**src/rtl/lfsr_arbiter_if.sv**
```systemverilog
// Request/grant bundle for lfsr_arbiter; lock port exists only when LFSR_ARB_LOCK_EN is defined.
interface lfsr_arbiter_if #(
  parameter int unsigned N_REQ = 4
);
  logic [N_REQ-1:0] req;
  logic             seed_we;
  logic [7:0]       seed;
`ifdef LFSR_ARB_LOCK_EN
  logic [N_REQ-1:0] lock;
`endif
  logic [N_REQ-1:0] gnt;
  logic [7:0]       rnd;
  logic             busy;

  modport master (
    output req,
    output seed_we,
    output seed,
`ifdef LFSR_ARB_LOCK_EN
    output lock,
`endif
    input  gnt,
    input  rnd,
    input  busy
  );

  modport slave (
    input  req,
    input  seed_we,
    input  seed,
`ifdef LFSR_ARB_LOCK_EN
    input  lock,
`endif
    output gnt,
    output rnd,
    output busy
  );
endinterface

```
**src/rtl/lfsr_arbiter.sv**
```systemverilog
// Round-robin arbiter that tags each grant with an 8-bit LFSR value.
// Optional burst locking is enabled by defining LFSR_ARB_LOCK_EN.
module lfsr_arbiter #(
  parameter int unsigned N_REQ = 4,
  parameter logic [7:0]  SEED  = 8'h01
) (
  input  logic          clk,
  input  logic          rst_n,
  lfsr_arbiter_if.slave bus
);
  localparam int unsigned PTR_W    = (N_REQ > 1) ? $clog2(N_REQ) : 1;
  localparam logic [7:0]  SEED_EFF = (SEED == 8'h00) ? 8'h01 : SEED;

  logic [N_REQ-1:0] gnt_q, gnt_d;
  logic [7:0]       rnd_q, rnd_d;
  logic             busy_q, busy_d;
  logic [PTR_W-1:0] ptr_q, ptr_d;
  logic [7:0]       lfsr_q, lfsr_d;

  logic [7:0]       lfsr_nxt;
  logic [N_REQ-1:0] elig;
  logic             found;
  logic [PTR_W-1:0] win;
  logic [PTR_W-1:0] idx;

`ifdef LFSR_ARB_LOCK_EN
  logic [3:0]       burst_q, burst_d;
  logic             lock_hit;
`endif

  // Round-robin search from ptr over requesters not granted this cycle
  always_comb begin
    lfsr_nxt = {lfsr_q[6:0], lfsr_q[7] ^ lfsr_q[5] ^ lfsr_q[4] ^ lfsr_q[3]};
    elig     = bus.req & ~gnt_q;
    found    = 1'b0;
    win      = '0;
    idx      = '0;
    for (int unsigned k = 0; k < N_REQ; k++) begin
      idx = PTR_W'((32'(ptr_q) + k) % N_REQ);
      if (!found && elig[idx]) begin
        found = 1'b1;
        win   = idx;
      end
    end
  end

  // Next-state: seed load beats lock, lock beats round-robin
  always_comb begin
    gnt_d  = '0;
    rnd_d  = rnd_q;
    busy_d = |(bus.req & ~gnt_q);
    ptr_d  = ptr_q;
    lfsr_d = lfsr_q;
`ifdef LFSR_ARB_LOCK_EN
    burst_d  = '0;
    lock_hit = (|(gnt_q & bus.req & bus.lock)) && (burst_q < 4'd8);
`endif
    if (bus.seed_we) begin
      lfsr_d = (bus.seed == 8'h00) ? 8'h01 : bus.seed;
`ifdef LFSR_ARB_LOCK_EN
    end else if (lock_hit) begin
      gnt_d   = gnt_q;
      rnd_d   = lfsr_q;
      lfsr_d  = lfsr_nxt;
      burst_d = burst_q + 4'd1;
`endif
    end else if (found) begin
      gnt_d      = '0;
      gnt_d[win] = 1'b1;
      rnd_d      = lfsr_q;
      lfsr_d     = lfsr_nxt;
      ptr_d      = PTR_W'((32'(win) + 32'd1) % N_REQ);
`ifdef LFSR_ARB_LOCK_EN
      burst_d    = 4'd1;
`endif
    end
  end

  always_ff @(posedge clk) begin
    if (!rst_n) begin
      gnt_q   <= '0;
      rnd_q   <= 8'h00;
      busy_q  <= 1'b0;
      ptr_q   <= '0;
      lfsr_q  <= SEED_EFF;
`ifdef LFSR_ARB_LOCK_EN
      burst_q <= '0;
`endif
    end else begin
      gnt_q   <= gnt_d;
      rnd_q   <= rnd_d;
      busy_q  <= busy_d;
      ptr_q   <= ptr_d;
      lfsr_q  <= lfsr_d;
`ifdef LFSR_ARB_LOCK_EN
      burst_q <= burst_d;
`endif
    end
  end

  assign bus.gnt  = gnt_q;
  assign bus.rnd  = rnd_q;
  assign bus.busy = busy_q;
endmodule

```
**src/flat_wrapper.sv**
```systemverilog
// flat-port wrapper written by rule: the top's interface ports become plain ports
module lfsr_arbiter_flat 
#(
  parameter int unsigned N_REQ = 4,
  parameter logic [7:0]  SEED  = 8'h01
)
  (clk, rst_n, bus_req, bus_seed_we, bus_seed, bus_gnt, bus_rnd, bus_busy);
  lfsr_arbiter_if #(.N_REQ(N_REQ)) bus_i ();
  input  logic clk;
  input  logic rst_n;
  input wire logic [$bits(bus_i.req)-1:0] bus_req;
  input wire logic [$bits(bus_i.seed_we)-1:0] bus_seed_we;
  input wire logic [$bits(bus_i.seed)-1:0] bus_seed;
  output wire logic [$bits(bus_i.gnt)-1:0] bus_gnt;
  output wire logic [$bits(bus_i.rnd)-1:0] bus_rnd;
  output wire logic [$bits(bus_i.busy)-1:0] bus_busy;
  assign bus_i.req = bus_req;
  assign bus_i.seed_we = bus_seed_we;
  assign bus_i.seed = bus_seed;
  assign bus_gnt = bus_i.gnt;
  assign bus_rnd = bus_i.rnd;
  assign bus_busy = bus_i.busy;
  lfsr_arbiter #(.N_REQ(N_REQ), .SEED(SEED)) u_core (.clk(clk), .rst_n(rst_n), .bus(bus_i));
endmodule
```
**config.mk**
```make
export PLATFORM = sky130hd
export DESIGN_NAME = lfsr_arbiter_flat
export DESIGN_NICKNAME = d
export VERILOG_FILES = /design/src/rtl/lfsr_arbiter_if.sv /design/src/rtl/lfsr_arbiter.sv /design/src/flat_wrapper.sv
export SDC_FILE = /design/constraint.sdc
export NUM_CORES = 1
export LEC_CHECK = 0
export ABC_AREA = 1
export BUFFER_PORTS_ARGS = -buffer_cell sky130_fd_sc_hd__buf_2
export CAP_MARGIN = 25
export CORE_MARGIN = 2
export CORE_UTILIZATION = 40
export DETAILED_ROUTE_END_ITERATION = 6
export PLACE_DENSITY_LB_ADDON = 0.05
export SYNTH_ARGS = -nofsm -noshare
export SYNTH_HDL_FRONTEND = slang
export SYNTH_SLANG_ARGS = --single-unit
export TNS_END_PERCENT = 50
```
**constraint.sdc**
```tcl
create_clock -name clk -period 4.1 [get_ports clk]
set_input_delay 0.41 -clock clk [delete_from_list [all_inputs] [get_ports clk]]
set_output_delay 0.41 -clock clk [all_outputs]
set_load 0.005 [all_outputs]
```
# After elaboration in Yosys (flattened, before gate mapping)
# Cells that the tools add are included.
# W data, S select, Z words.
[totals]
register_bits = 23
inputBits = 15
wordCells = 56
[classes]
add_sub_neg = 4
order_cmp = 6
n_mux = 21
n_bitwise = 8
reduce_logical = 12
[ops]
columns = ["op", "count"]
rows = [
  ["$mux W8", 3],
  ["$lt A2 B3 Y1 const B", 5],
  ["$mux W1", 9],
  ["$bmux W1 S2", 4],
  ["$logic_not A8 Y1", 1],
  ["$mux W2", 4],
  ["$add A2 B1 Y2 const B", 2],
  ["$add A2 B2 Y2 const B", 2],
  ["$and A4 B4 Y4", 1],
  ["$logic_and A1 B1 Y1", 4],
  ["$not A4 Y4", 1],
  ["$reduce_or A4 Y1", 1],
  ["$logic_not A1 Y1", 3],
  ["$not A1 Y1", 3],
  ["$reduce_or A3 Y1", 1],
  ["$xor A1 B1 Y1", 3],
  ["$demux W1 S2", 1],
  ["$ge A2 B1 Y1 const B", 1],
  ["$reduce_and A2 Y1", 1],
  ["$reduce_bool A2 Y1", 1],
]

# Logic depth before layout (Yosys ltp)
# Gate-level depths: netlist of run 1.
[logic_depth]
depth_word = 18
ltp_mapped = 14

# Worst setup path after synthesis of run 1
# OpenSTA, ideal clock, no wires.
[synth_path]
path_type = "flip-flop to flip-flop"
start = "register u_core.ptr_q[0]"
end = "register u_core.ptr_q[1]"
setup_time_ns = 0.119
t_arrival_ns = 1.531
required_time_ns = 3.981
path_slack_ns = 2.449
path_stages_with_launch = 15
period_less_slack_ns = 1.651
cell_sequence = "dfxtp_1 -> buf_6 -> inv_6 -> nand2_1 -> nand2_2 -> nand3_2 -> nand2_4 -> nand2_4 -> nand2_2 -> nand2_2 -> nand3_2 -> inv_2 -> ha_1 -> o21ai_0 -> a21oi_1"
[synth_via]
elab_chain_len = 13
word_cells_on_any_way = 27
classes_between = "add/sub (4); mux (16); reduce/logical (7)"
[synth_lines]
columns = ["item", "line", "rtl"]
rows = [
  ["start: declaration", "lfsr_arbiter.sv:17", "logic [PTR_W-1:0] ptr_q, ptr_d;"],
  ["start signal: assignment", "lfsr_arbiter.sv:93", "ptr_q <= ptr_d;"],
  ["branches (longest 13 deep; another with $add A2 B1 Y2)", "-", ""],
]
# Several ways; the timed one is not identified. The select of a mux whose other input is x is not followed.
# A chain may end at the register's enable or synchronous reset.

# Worst setup path in the final report of run 1
# Ends and elaborated chain as after synthesis.

==> results of run 1 <==
[worst max-delay path by stage]
stage,startpoint,to,depth (start not counted)
floorplan,u_core.ptr_q[0]$_SDFFE_PN0P_,u_core.ptr_q[1]$_SDFFE_PN0P_,14
global placement,u_core.ptr_q[0]$_SDFFE_PN0P_,u_core.ptr_q[1]$_SDFFE_PN0P_,12
detailed placement,u_core.ptr_q[0]$_SDFFE_PN0P_,u_core.ptr_q[1]$_SDFFE_PN0P_,10
CTS,u_core.ptr_q[0]$_SDFFE_PN0P_,u_core.ptr_q[1]$_SDFFE_PN0P_,10
global route,u_core.ptr_q[0]$_SDFFE_PN0P_,u_core.ptr_q[1]$_SDFFE_PN0P_,12
finish,u_core.ptr_q[0]$_SDFFE_PN0P_,u_core.ptr_q[1]$_SDFFE_PN0P_,10
[layer usage]
layer  part of all wire (%)  vias to the layer above  routed length (um)
met5                      0                        -                   0
met1                     43                      507                1150
met3                    3.1                        4                  83
met2                     52                       19                1380
li1                       -                      616                   -
met4                    1.0                        0                  27
[critical path, cell delays in order (launching register included)]
cell                      delay (ns)
sky130_fd_sc_hd__dfxtp_1        0.56
sky130_fd_sc_hd__nand3_1        0.19
sky130_fd_sc_hd__nand3_1        0.14
sky130_fd_sc_hd__nand2_2        0.10
sky130_fd_sc_hd__nand4_1        0.10
sky130_fd_sc_hd__nand3_1        0.07
sky130_fd_sc_hd__nand2_1        0.14
sky130_fd_sc_hd__inv_2          0.06
sky130_fd_sc_hd__ha_1           0.27
sky130_fd_sc_hd__o21ai_0        0.16
sky130_fd_sc_hd__a21oi_1        0.05
[synthesized netlist by cell type, types with 2 or more instances]
cell | number | area, sq um
sky130_fd_sc_hd__inv_1 | 11 | 41.3
sky130_fd_sc_hd__nand3_2 | 6 | 60.1
sky130_fd_sc_hd__nand2_1 | 55 | 206
sky130_fd_sc_hd__nand4_1 | 3 | 18.8
sky130_fd_sc_hd__nand2_2 | 7 | 43.8
sky130_fd_sc_hd__inv_2 | 7 | 26.3
sky130_fd_sc_hd__nand3_1 | 13 | 65.1
sky130_fd_sc_hd__nand2_4 | 2 | 22.5
sky130_fd_sc_hd__ha_1 | 4 | 50.1
sky130_fd_sc_hd__dfxtp_1 | 23 | 460
sky130_fd_sc_hd__a21oi_1 | 9 | 45.0
sky130_fd_sc_hd__buf_6 | 2 | 22.5
sky130_fd_sc_hd__a31oi_1 | 7 | 43.8
sky130_fd_sc_hd__o21ai_0 | 3 | 15.0
sky130_fd_sc_hd__nor2_1 | 9 | 33.8
[report_power, final]
group	internal [mW]	leakage [nW]	switching [mW]	total, mW
combinational	0.106	0.498	0.188	0.294
sequential	0.247	0.189	0.0227	0.269
clock	0.0372	0.0139	0.0697	0.107
total	0.390	0.701	0.281	0.670
[registers in the layout, indices dropped and copies added, names as in the netlist]
signal           cells
u_core.bus.rnd       8
u_core.bus.busy      1
u_core.ptr_q         2
u_core.lfsr_q        8
u_core.bus.gnt       4
[area by class of cell]
| cell class | count | area (sq um) | area share [%] |
|---|---|---|---|
| inverters | 19 | 76.3 | 5.29 |
| flip-flops and latches | 23 | 460 | 31.9 |
| repair buffers | 27 | 135 | 9.36 |
| clock buffers | 3 | 22.5 | 1.56 |
| well taps | 44 | 55.1 | 3.81 |
| clock inverters | 1 | 7.51 | 0.520 |
| multi-input cells | 127 | 687 | 47.6 |
[placed cells by master (no fill, tap or decap), drive strengths merged]
cell type and instances:
clkbuf 3, a31oi 7, a21oi 9, buf 27, nor3 1, ha 4, o21ai 4, nor2 11
xnor2 1, dfxtp 23, o31ai 1, nand4 4, nand3 20, xor2 1, inv 19, clkinvlp 1
nand2 64
[stage by stage]
stage	worst slack, ns	cells	power, mW	hold slack (ns)	util (%)
4_1_cts	2.14	244	0.684	0.305	47.7
3_3_place_gp	2.25	240	0.563	0.449	46.7
6_report	2.16	244	0.670	0.319	47.7
2_1_floorplan	2.45	173	0.508	0.442	-
5_1_grt	1.99	244	0.740	0.295	47.7
3_5_place_dp	2.17	240	0.573	0.450	46.7
[kinds of logic after synthesis]
logic type,share of synthesized area (%)
AO/OA/AOI/OAI,9.27
adder cells (fa/ha/maj),3.99
AND/OR/NAND/NOR,40.1
flip-flops,36.7
XOR/XNOR,1.40
buffers and inverters,8.57
==> results by stage, run 1 <==
Flow run:
- The max-capacitance violation count is 0.

Timing:
- The relative max-transition margin is 68.3%.
- Setup violations remaining at the end of the flow were counted as 0.
- The slew at the pin closest to its max-slew limit is 0.475 ns.
- The worst path needs 1.94 ns of the cycle, external delays included.
- The final max-slew violation count was 0.
- For the final database, setup skew stands at 0.0113 ns.
- Setup repair after global routing left no endpoint under its margin.
- In the final timing run, aggregate negative setup slack is 0 ns.
- Derived from the worst setup path, the maximum achievable clock frequency is 516 MHz.
- The post-route fraction of the period consumed by the critical path is 47.3%.
- The number of hold-slack violations in the final timing report is 0.

Synth:
- Counting every instance in the synthesized netlist gives 173.
- Synthesis inferred 23 register bits.
- In this run, synthesis inferred 0 flip-flops with an integrated enable.
- Averaged over all synthesized cells, the footprint is 7.25 sq um.
- The post-synthesis instance area is 0.00125 sq mm.
- The fraction of registers with async set/reset is 0%.
- In the synthesized netlist the dominant register cell turns out to be sky130_fd_sc_hd__dfxtp_1.
- During synthesis, Yosys emitted a total of 0 warnings.
- The sequential share of the synthesized area is 36.7%.
- Counting every net in the synthesized netlist gives 192.
- After synthesis, the netlist uses 27 different library cells.

Worst hold path:
- The endpoint of the worst hold-timing path is u_core.lfsr_q[0]$_SDFFE_PN1P_.
- The worst hold path was traced through 2 stages.
- In this run the most critical hold path is launched from rst_n.
- The worst hold-check path type is primary input to flip-flop.

Placement:
- Detailed placement finished with a half-perimeter wire length of 2130 um.
- Summing all placed instances gives a cell area of 0.00141 sq mm.
- The congestion estimate from routability-driven global placement came to 0.840.
- Input and output buffers added on the ports amount to 27.

Setup path:
- The startpoint identified for the worst register-to-register timing path is u_core.ptr_q[0]$_SDFFE_PN0P_.
- The worst register-to-register path ends at u_core.ptr_q[1]$_SDFFE_PN0P_.
- The worst setup path is of the flip-flop to flip-flop kind.
- The number of cells on the worst reg-to-reg path is 10.
- The data required time of the critical path is 4.32 ns.
- The kind of end point of the critical path is a flip-flop.
- The worst setup path is launched from a flip-flop.
- Along the worst path, the maximum fanout reaches 8.
- The arrival time of data at the critical path endpoint is 2.16 ns.
- The worst reg-to-reg setup slack is 2.16 ns.

Cells and area:
- The number of fillers in the final layout is 336.
- The layout net count is 220.
- The final standard cell area without fillers is 0.00144 sq mm.
- Of the cells placed in the final design, the portion with a size suffix greater than 1 is 29.0%.
- The area growth from synthesis to layout is 15.1%.
- The number of diodes is 0.

GRT:
- For this run, global-route usage on met1 was measured as 19.2%.
- The number of antenna violations at the first check in global routing is 0.
- Global routing finished with a remaining overflow of 0.
- Entering global routing, the biggest net connects 17 pins.
- Global routing used 31.8% of the available met2 tracks.
- The aggregate global-route resource usage is 17.1%.
- The via count of the first global-routing pass was 1067.
- The global-route wire length before repair is 4580 um.
- The met3 track demand over resource is 2.60%.
- After global routing, the most crowded layer is met2.

Floorplan:
- 28 I/O pins were placed.
- The floorplan has 20 rows.
- The core region is 0.00303 sq mm.
- The die area is 0.00360 sq mm.
- The starting utilization of the core area is 41.4%.
- The overall die height is 60.0 um.
- Measured along the x axis, the die boundary spans 60.0 um.

Route:
- The number of search-and-repair iterations in the first detailed-routing pass is 4.
- In the routed design, unresolved DRC markers number 0.
- The wire length after detailed routing is 2640 um.
- The count of nets left with antenna violations once routing finished came out at 0.
- The number of vias after detailed routing is 1146.
- After detailed routing, the number of vias per cell comes to 4.70.
- The starting DRC count in detailed routing is 48.
- Dividing the detail-routed wire length by the instance count gives 10.8 um.

Clocking:
- CTS placed an instance of sky130_fd_sc_hd__clkbuf_4 at the clock tree root.
- The post-cts gate resize count is 0.
- The number of setup buffers added after CTS is 0.
- The maximum buffer depth of the clock tree is 2.
- Buffers inserted to repair hold after CTS numbered 0.
- Clock latency on the worst-skew pair, taken at its later pin, is 0.31 ns.
- The clock slew seen by the registers of the worst setup and hold paths is 0.13 ns.
- The maximum level of the CTS H-tree is 1.
- The total number of clock tree sinks is 23.
- The clock tree from TritonCTS is built.
- The number of buffers created by CTS is 3.

Power and ir drop:
- The analysis attributes to cell leakage a power of 0.701 nW.
- The power per cell area is 464 mW/mm^2.
- IR analysis of the VDD net gives a maximum drop of 189 uV.

Outcome:
- The flow ran to the end, and the final reports show no timing, DRC or antenna violations.
(Power assumes the default switching activity.)
==> run 2, diff against run 1 <==
Settings changed: ABC_AREA 1 to 0.
Clock period 4.1 ns to 1.55 ns, I/O delays scaled along.
==> run 2 against run 1 <==
Effect of this change: the run now ends with design-rule violations, negative setup slack left; final cell count fell by 27%; count of clock-buffer cells in the layout rose by 1; non-clock buffer count rose by 6; utilization rose by 2.9 points; final area fell by 1.7%; clock skew fell by 0.0070 ns; critical path depth fell by 3; first-iteration DRC count fell by 8.3%; total power rose by 84%; combinational power barely moved; critical endpoint unchanged; largest cell class unchanged.
==> results by stage, run 2 <==
Setup path:
- The critical path goes through and3b_1, o21a_1, o21a_1, o21ba_2, ha_4, nand2_2, a21boi_2.
- Counting stages on the worst path, the most repeated cell is sky130_fd_sc_hd__o21a_1.
- The worst setup path is launched from a flip-flop.
- The arrival time of data at the critical path endpoint came to 1.77 ns (-0.39 ns).
- Grouping stages by cell kind, the critical path spends the most delay in compound AO/OA/AOI/OAI gates.
- The endpoint of the most critical register-to-register path is u_core.ptr_q[1]$_SDFFE_PN0P_.
- The biggest cell delay along the critical path is 0.36 ns (-0.20 ns).
- For this design, the slowest cell found on the critical path is sky130_fd_sc_hd__dfxtp_1.
- The kind of end point of the critical path is a flip-flop.
- The critical register-to-register path startpoint is u_core.ptr_q[1]$_SDFFE_PN0P_.
- The peak fanout along the critical path came to 4 (-4).
- The data required time of the critical path was 1.76 ns (-2.56 ns).
- The critical path endpoint is u_core.ptr_q[1]$_SDFFE_PN0P_.
- The sum of buffers and inverters on the critical path is 0 (-1).
- The launching element of the worst setup path is u_core.ptr_q[1]$_SDFFE_PN0P_.
- The worst reg2reg path depth was 7 (-3).
- The category of the critical setup timing path is flip-flop to flip-flop.
- The worst reg-to-reg setup slack was -0.009 ns (-2.17 ns).
- The critical path depth in cells is 7 (-3).

Route:
- The number of antenna-violating nets in the routed design is 0 (unchanged).
- The average wire per standard cell is 13.3 um (+23%).
- The wire length after detailed routing is 2350 um (-11%).
- The starting DRC count in detailed routing came to 44 (-8.3%).
- The number of vias after detailed routing is 933 (-19%).
- The number of search-and-repair iterations in the first detailed-routing pass was 6 (+2).
- The detailed-route vias per instance is 5.27 (+12%).
- The number of DRC violations after detailed routing is 2 (+2).

Synth:
- The fraction of registers with async set/reset is 0% (unchanged).
- The sequential share of the synthesized area is 38.2% (+1.5 points).
- The mean post-synth cell area was 10.4 sq um (+43%).
- The commonest cells after synthesis are sky130_fd_sc_hd__dfxtp_1, sky130_fd_sc_hd__a21boi_2, sky130_fd_sc_hd__nand2_1, sky130_fd_sc_hd__o21ai_2, sky130_fd_sc_hd__mux2i_1.
- The number of nets in the synthesized netlist is 135 (-30%).
- The post-synthesis instance area is 0.00120 sq mm (-4.0%).
- The largest total area in the synthesized netlist belongs to sky130_fd_sc_hd__dfxtp_1.
- The number of warning messages in the yosys log came to 0 (unchanged).
- By area the synthesized netlist is led by sky130_fd_sc_hd__dfxtp_1, sky130_fd_sc_hd__a21boi_2, sky130_fd_sc_hd__mux2i_1.
- The number of enable-type register cells in the synthesized netlist came to 0 (unchanged).
- The cell count after synthesis is 116 (-33%).
- The number of distinct library cell variants in the gate-level netlist after synthesis is 35 (+30%).
- The fraction of synthesized cell area taken by the top area cell type is 38.2% (+1.5 points).
- The synthesized flop and latch total came to 23 (unchanged).
- The leading cell type by number of instances after synthesis is sky130_fd_sc_hd__dfxtp_1.
- The primary flip-flop cell chosen by synthesis mapping is sky130_fd_sc_hd__dfxtp_1.

Clocking:
- The total number of clock tree sinks is 23 (unchanged).
- The maximum level of the CTS H-tree was 1 (unchanged).
- The clock tree from TritonCTS is built.
- The clock slew seen by the registers of the worst setup and hold paths came to 0.12 ns (about the same).
- The buffer type at the clock tree root is sky130_fd_sc_hd__clkbuf_4.
- The number of buffers created by CTS is 3 (unchanged).
- The post-cts hold buffer count is 0 (unchanged).
- The clock insertion delay at the later pin of the skew report is 0.30 ns (about the same).
- The maximum buffer depth of the clock tree is 2 (unchanged).

Outcome:
- The checks that failed: design-rule violations, negative setup slack.
- The run finished, with violations left.

Cells and area:
- The number of diodes was 0 (unchanged).
- The commonest non-fill, non-tap cell in the layout is sky130_fd_sc_hd__buf_2.
- The layout net count is 166 (-25%).
- The fraction of layout cells with a size suffix above 1 is 46.6% (+18 points).
- The count of non-filler cells in the finished layout was 177 (-27%).
- The top cell types in the final layout, fill and taps aside, are sky130_fd_sc_hd__buf_2, sky130_fd_sc_hd__dfxtp_1, sky130_fd_sc_hd__o21ai_2, sky130_fd_sc_hd__a21boi_2.
- Relative to the synthesized area, the layout overhead comes to 17.8%.
- The number of fillers in the final layout came to 280 (-17%).

Power and ir drop:
- The power per cell area is 870 mW/mm^2 (+88%).
- The internal power is 0.882 mW (+130%).
- The reported net switching power was 0.352 mW (+26%).
- The standby leakage power is 0.584 nW (-17%).
- The clock power share is 22.0% (+6.1 points).
- The share of total power in combinational logic came to 23.8% (-20 points).
- The sequential share of power is 54.1% (+14 points).
- The overall power consumption is 1.23 mW (+84%).
- The maximum VDD drop came to 441 uV (+130%).
- The switching share of total power is 28.5% (-13 points).

Floorplan:
- The die area is 0.00347 sq mm (-3.7%).
- The chip width is 58.9 um (-1.9%).
- The starting utilization of the core area is 43.0% (+1.5 points).
- The cell row count was 19 (-5.0%).
- The count of pins on the block boundary is 28 (unchanged).
- The overall die height is 58.9 um (-1.9%).
- The area of the core came to 0.00281 sq mm (-7.4%).

GRT:
- The via count of the first global-routing pass came to 873 (-18%).
- The global-route wire length before repair is 4020 um (-12%).
- The residual overflow from global routing came to 0 (unchanged).
- The maximum number of pins on one net before global-route repair is 24 (+7).
- The aggregate global-route resource usage is 15.1% (-2.0 points).
- The number of antenna violations at the first check in global routing is 0 (unchanged).

Timing:
- The slack of the critical path is -0.00873 ns (-2.17 ns).
- The final critical path time including I/O delays and setup is 1.56 ns (-0.380 ns).
- The post-route fraction of the period consumed by the critical path is 101% (+53 points).
- The worst hold margin is 0.106 ns (-0.214 ns).
- The count of final setup violators came to 1 (+1).
- The top achievable clock speed came to 642 MHz (+24%).
- The maximum clock skew at final layout is 0.00432 ns (-0.00698 ns).
- The summed negative setup slack over all endpoints is -0.00873 ns (-0.00873 ns).
- The relative max-transition margin came to 76.9% (+8.6 points).
- The final max-slew violation count is 0 (unchanged).
- Setup repair after global routing could not meet its margin everywhere.
- The number of hold-slack violations in the final timing report is 0 (unchanged).
- The slew at the pin closest to its max-slew limit is 0.346 ns (-0.128 ns).

Placement:
- The post-place setup slack is 0.0218 ns (-2.15 ns).
- The number of placed instances with taps included is 172 (-28%).
- The number of input and output port buffers inserted was 27 (unchanged).
- The final RePlAce weighted congestion was 0.809 (-3.7%).
- The half-perimeter wire length after placement came to 1710 um (-20%).

Flow run:
- The max-capacitance violation count is 0 (unchanged).

Worst hold path:
- The worst hold path belongs to the class primary input to flip-flop.
run 2: worst min path at each step:
stage	startpoint	endpoint	slack, ns	depth (start not counted)
detailed placement	bus_seed[0]	u_core.lfsr_q[0]$_SDFFE_PN1P_	0.43	3
global placement	bus_seed[0]	u_core.lfsr_q[0]$_SDFFE_PN1P_	0.42	3
global route	bus_seed[0]	u_core.lfsr_q[0]$_SDFFE_PN1P_	0.09	3
CTS	bus_seed[0]	u_core.lfsr_q[0]$_SDFFE_PN1P_	0.09	3
finish	bus_seed[0]	u_core.lfsr_q[0]$_SDFFE_PN1P_	0.11	3
floorplan	rst_n	u_core.bus.rnd[6]$_SDFFE_PN0P_	0.30	1
run 2: worst register-to-register path: cells and delay by family, from the launching register on:
family / cells / cell delay [ns]
AOI/OAI and AO/OA: 4 / 0.65
DFF: 1 / 0.36
and+or+nand+nor: 2 / 0.25
adders and majority gates: 1 / 0.20
run 2: power by group through the flow:
| stage | sequential (mW) | combinational (mW) | clock, mW |
|---|---|---|---|
| after floorplan | 0.677 | 0.184 | 0 |
| after global placement | 0.678 | 0.264 | 0 |
| after detailed placement | 0.679 | 0.268 | 0 |
| after CTS | 0.666 | 0.268 | 0.289 |
| after global routing | 0.676 | 0.332 | 0.320 |
| final | 0.668 | 0.294 | 0.272 |
run 2: per-stage QoR:
stage,area [sq um],util [%]
after floorplan,1200,-
after global placement,1360,48.3
after detailed placement,1360,48.3
after CTS,1380,49.2
after global routing,1420,50.6
final,1420,50.6
run 2: logic make-up after synthesis:
family | count (synthesis) | share of synthesized area [%]
DFF | 23 | 38.2
muxes | 9 | 7.58
and+or+nand+nor | 26 | 13.9
xor gates and xnor gates | 3 | 2.18
AOI/OAI and AO/OA | 42 | 28.2
buffers and inverters | 9 | 5.71
adders and majority gates | 4 | 4.15
run 2: final cells by class:
class                           instances  area (sq um)  area share, %
Tap cell                               31          38.8           2.73
Inverter                                2          7.51          0.529
Timing Repair Buffer                   33           180           12.7
Clock buffer                            4          26.3           1.85
Multi-Input combinational cell         84           703           49.6
Sequential cell                        23           463           32.6
run 2: per-layer routing:
metal  track usage, %  up-vias  wire, um
met5                0        -         0
met4             7.14        0        18
met3             1.98        2       134
met2             22.2       29      1030
met1             21.7      426      1170
li1                 -      476         -
run 2: timing repair:
item	CTS	global route
buffers inserted	0	1
endpoints found under the setup margin	0	3
endpoints found under the hold margin	0	0
resized for setup	0	8
==> run 3, diff against run 2 <==
--- a/config.mk
+++ b/config.mk
@@ -6,5 +6,5 @@
 export NUM_CORES = 1
 export LEC_CHECK = 0
-export ABC_AREA = 0
+export ABC_AREA = 1
 export BUFFER_PORTS_ARGS = -buffer_cell sky130_fd_sc_hd__buf_2
 export CAP_MARGIN = 25
==> constraint.sdc (replaced) <==
create_clock -name clk -period 1.55 [get_ports clk]
set_input_delay 0 -clock clk [delete_from_list [all_inputs] [get_ports clk]]
set_output_delay 0 -clock clk [all_outputs]
set_load 0.005 [all_outputs]
==> run 3 against run 2 <==
Effect of this change: the run ends with negative setup slack left; critical path type unchanged; combinational power rose to 3.8 times the previous value; sequential power up 10%; die area is 3.9% higher; critical endpoint unchanged; clock skew is 0.0021 ns lower; register-to-register slack worse by 0.08 ns; clock power shrank 3%; non-clock buffer count increased by 15; worst hold slack got worse by 0.087 ns; sequential cell count unchanged; count of clock-buffer cells in the layout is the same.
==> results by stage, run 3 (synthesis results as in run 1) <==
GRT:
- The global-route wire length before repair was 4900 um (+22%).
- The maximum number of pins on one net before global-route repair is 13 (-46%).
- The aggregate global-route resource usage is 18.4% (+3.3 points).
- The via count of the first global-routing pass is 1224 (+40%).
- The met3 track demand over resource is 2.60% (+0.62 points).
- The routing layer with the top usage in global route is met2.
- The residual overflow from global routing is 0 (unchanged).
- The number of antenna violations at the first check in global routing came to 0 (unchanged).
- The met2 layer usage reported by global route is 36.2% (+14 points).
- The global-route met1 utilization is 18.4% (-3.2 points).

Route:
- The average wire per standard cell is 11.1 um (-16%).
- The number of search-and-repair iterations in the first detailed-routing pass is 4 (-2).
- The starting DRC count in detailed routing is 37 (-16%).
- The number of DRC violations after detailed routing is 0 (-2).
- The number of antenna-violating nets in the routed design is 0 (unchanged).
- The number of vias after detailed routing was 1276 (+37%).
- The wire length after detailed routing is 2950 um (+26%).
- The detailed-route vias per instance is 4.82 (-8.7%).

Cells and area:
- The layout net count is 241 (+45%).
- The storage element area came to 468 sq um (+1.1%).
- The area taken by multi-input logic gates is 802 sq um (+14%).
- The fraction of layout cells with a size suffix above 1 is 41.2% (-5.4 points).
- The number of diodes came to 0 (unchanged).
- The count of non-filler cells in the finished layout is 265 (+50%).
- The library cells used most frequently in the layout, excluding fill and tap cells, are sky130_fd_sc_hd__nand2_1, sky130_fd_sc_hd__buf_2, sky130_fd_sc_hd__dfxtp_1.
- The number of fillers in the final layout is 298 (+6.4%).
- Leaving out fill and tap cells, the most frequent cell in the layout is sky130_fd_sc_hd__nand2_1.
- The area overhead of the layout relative to synthesis is 39.1%.

Worst hold path:
- The min-delay analysis places its worst path in the category primary input to flip-flop.
- The worst hold path begins at bus_seed[0].
- The worst hold path terminates at u_core.lfsr_q[0]$_SDFFE_PN1P_.
- The number of stages on the worst hold path is 5 (+2).

Setup path:
- The peak fanout along the critical path is 8 (+4).
- The kind of end point of the critical path is a flip-flop.
- The worst setup path is of the flip-flop to flip-flop kind.
- The worst reg2reg path depth is 11 (+4).
- In this run the critical register-to-register path is captured at u_core.ptr_q[1]$_SDFFE_PN0P_.
- The worst register-to-register path begins at u_core.ptr_q[0]$_SDFFE_PN0P_.
- The arrival time of data at the critical path endpoint was 1.84 ns (+0.07 ns).
- The critical path startpoint category is a flip-flop.
- The launching element of the worst setup path is u_core.ptr_q[0]$_SDFFE_PN0P_.
- The worst reg-to-reg setup slack is -0.09 ns (-0.08 ns).
- The data required time of the critical path is 1.75 ns (about the same).

Flow run:
- The max-capacitance violation count is 0 (unchanged).

Power and ir drop:
- The maximum VDD drop was 683 uV (+55%).
- The standby leakage power is 0.817 nW (+40%).
- The power per cell area is 1220 mW/mm^2 (+40%).

Floorplan:
- The chip width was 60.0 um (+1.9%).
- The overall die height was 60.0 um (+1.9%).
- The count of pins on the block boundary is 28 (unchanged).
- The cell row count is 20 (+1).
- The area of the core is 0.00303 sq mm (+7.9%).
- The starting utilization of the core area came to 41.4% (-1.5 points).
- The die area is 0.00360 sq mm (+3.9%).

Clocking:
- The clock slew seen by the registers of the worst setup and hold paths is 0.11 ns (about the same).
- The clock tree from TritonCTS is built.
- The number of buffers created by CTS came to 3 (unchanged).
- The buffer type at the clock tree root is sky130_fd_sc_hd__clkbuf_4.
- The maximum buffer depth of the clock tree is 2 (unchanged).
- The total number of clock tree sinks is 23 (unchanged).
- The clock insertion delay at the later pin of the skew report is 0.30 ns (about the same).
- The maximum level of the CTS H-tree is 1 (unchanged).

Outcome:
- The flow ran to the end, but the final reports show violations.
- The final reports fail on negative setup slack.

Timing:
- The count of final setup violators is 4 (+3).
- The summed negative setup slack over all endpoints came to -0.256 ns (-0.247 ns).
- The maximum clock skew at final layout was 0.00219 ns (-0.00214 ns).
- The worst hold margin is 0.0190 ns (-0.0866 ns).
- The relative max-transition margin came to 76.6% (-0.32 points).
- The slack of the critical path is -0.0916 ns (-0.0828 ns).
- The final critical path time including I/O delays and setup is 1.64 ns (+0.0828 ns).
- The number of hold-slack violations in the final timing report came to 0 (unchanged).
- The post-route fraction of the period consumed by the critical path is 106% (+5.3 points).
- The slew at the pin closest to its max-slew limit came to 0.351 ns (+0.00474 ns).
- Setup repair after global routing could not meet its margin everywhere.
- The final max-slew violation count is 0 (unchanged).
- The top achievable clock speed was 609 MHz (-5.0%).

Placement:
- The final RePlAce weighted congestion is 0.938 (+16%).
- The number of placed instances with taps included came to 252 (+47%).
- The number of input and output port buffers inserted is 27 (unchanged).
- The half-perimeter wire length after placement came to 2320 um (+36%).
- The post-place setup slack is -0.149 ns (-0.171 ns).
run 3: cell types whose count changed in the layout (fill, tap and decap cells not counted), sizes merged, moves of 4 or more:
cell / delta
nand2: +55
nand3: +20
inv: +17
o21ai: -14
a21boi: -9
nor2: +9
dlygate4sd3: +8
mux2i: -8
a31oi: +7
buf: +7
and3: -4
nand2b: -4
nand4: +4
run 3: worst max-delay path, stage by stage (launching register included):
cell and delay [ns]:
sky130_fd_sc_hd__dfxtp_4 0.47, sky130_fd_sc_hd__inv_8 0.07, sky130_fd_sc_hd__nand3_4 0.07, sky130_fd_sc_hd__nand3_1 0.09, sky130_fd_sc_hd__nand2_2 0.13, sky130_fd_sc_hd__nand4_1 0.10
sky130_fd_sc_hd__nand3_1 0.10, sky130_fd_sc_hd__nand2_2 0.08, sky130_fd_sc_hd__inv_2 0.08, sky130_fd_sc_hd__ha_4 0.19, sky130_fd_sc_hd__o21ai_2 0.11, sky130_fd_sc_hd__a21oi_2 0.04
run 3: worst max path at each step:
stage	end	cells after the start
after floorplan	u_core.ptr_q[1]$_SDFFE_PN0P_	13
after global placement	u_core.ptr_q[1]$_SDFFE_PN0P_	13
after detailed placement	u_core.ptr_q[1]$_SDFFE_PN0P_	13
after CTS	u_core.ptr_q[1]$_SDFFE_PN0P_	12
after global routing	u_core.ptr_q[1]$_SDFFE_PN0P_	13
final	u_core.ptr_q[1]$_SDFFE_PN0P_	11
run 3: cell type report:
| class | instances | share of cell area (%) |
|---|---|---|
| inverter | 19 | 4.66 |
| clock buffer | 4 | 1.51 |
| sequential | 23 | 26.8 |
| timing repair buffer | 48 | 17.9 |
| multi-input combinational | 127 | 45.9 |
| tap | 44 | 3.15 |
run 3: routing by layer:
| metal | up-vias | part of all wire [%] |
|---|---|---|
| met5 | - | 0 |
| met4 | 0 | 1.3 |
| met3 | 4 | 2.6 |
| met2 | 24 | 57 |
| met1 | 585 | 39 |
| li1 | 663 | - |
run 3: power breakdown:
group	internal (mW)	total (mW)	leakage [nW]	switching [mW]
Clock	0.100	0.264	0.0150	0.164
Sequential	0.661	0.738	0.190	0.0771
Combinational	0.509	1.13	0.612	0.622
Total	1.27	2.13	0.817	0.862
run 3: per-stage QoR:
stage / util, % / instance area, sq um / power [mW]
2_1_floorplan: - / 1310 / 1.42
3_3_place_gp: 51.9 / 1570 / 1.74
3_5_place_dp: 51.9 / 1570 / 1.77
4_1_cts: 55.5 / 1680 / 2.08
5_1_grt: 57.6 / 1750 / 2.31
6_report: 57.6 / 1750 / 2.13
run 3: repair_timing:
item / in CTS / in global routing
setup buffers: 2 / 0
hold buffers: 8 / 0
gates resized for setup: 4 / 15
hold endpoints to repair: 11 / 0
pin swaps: 9 / 9
setup endpoints to repair: 4 / 6
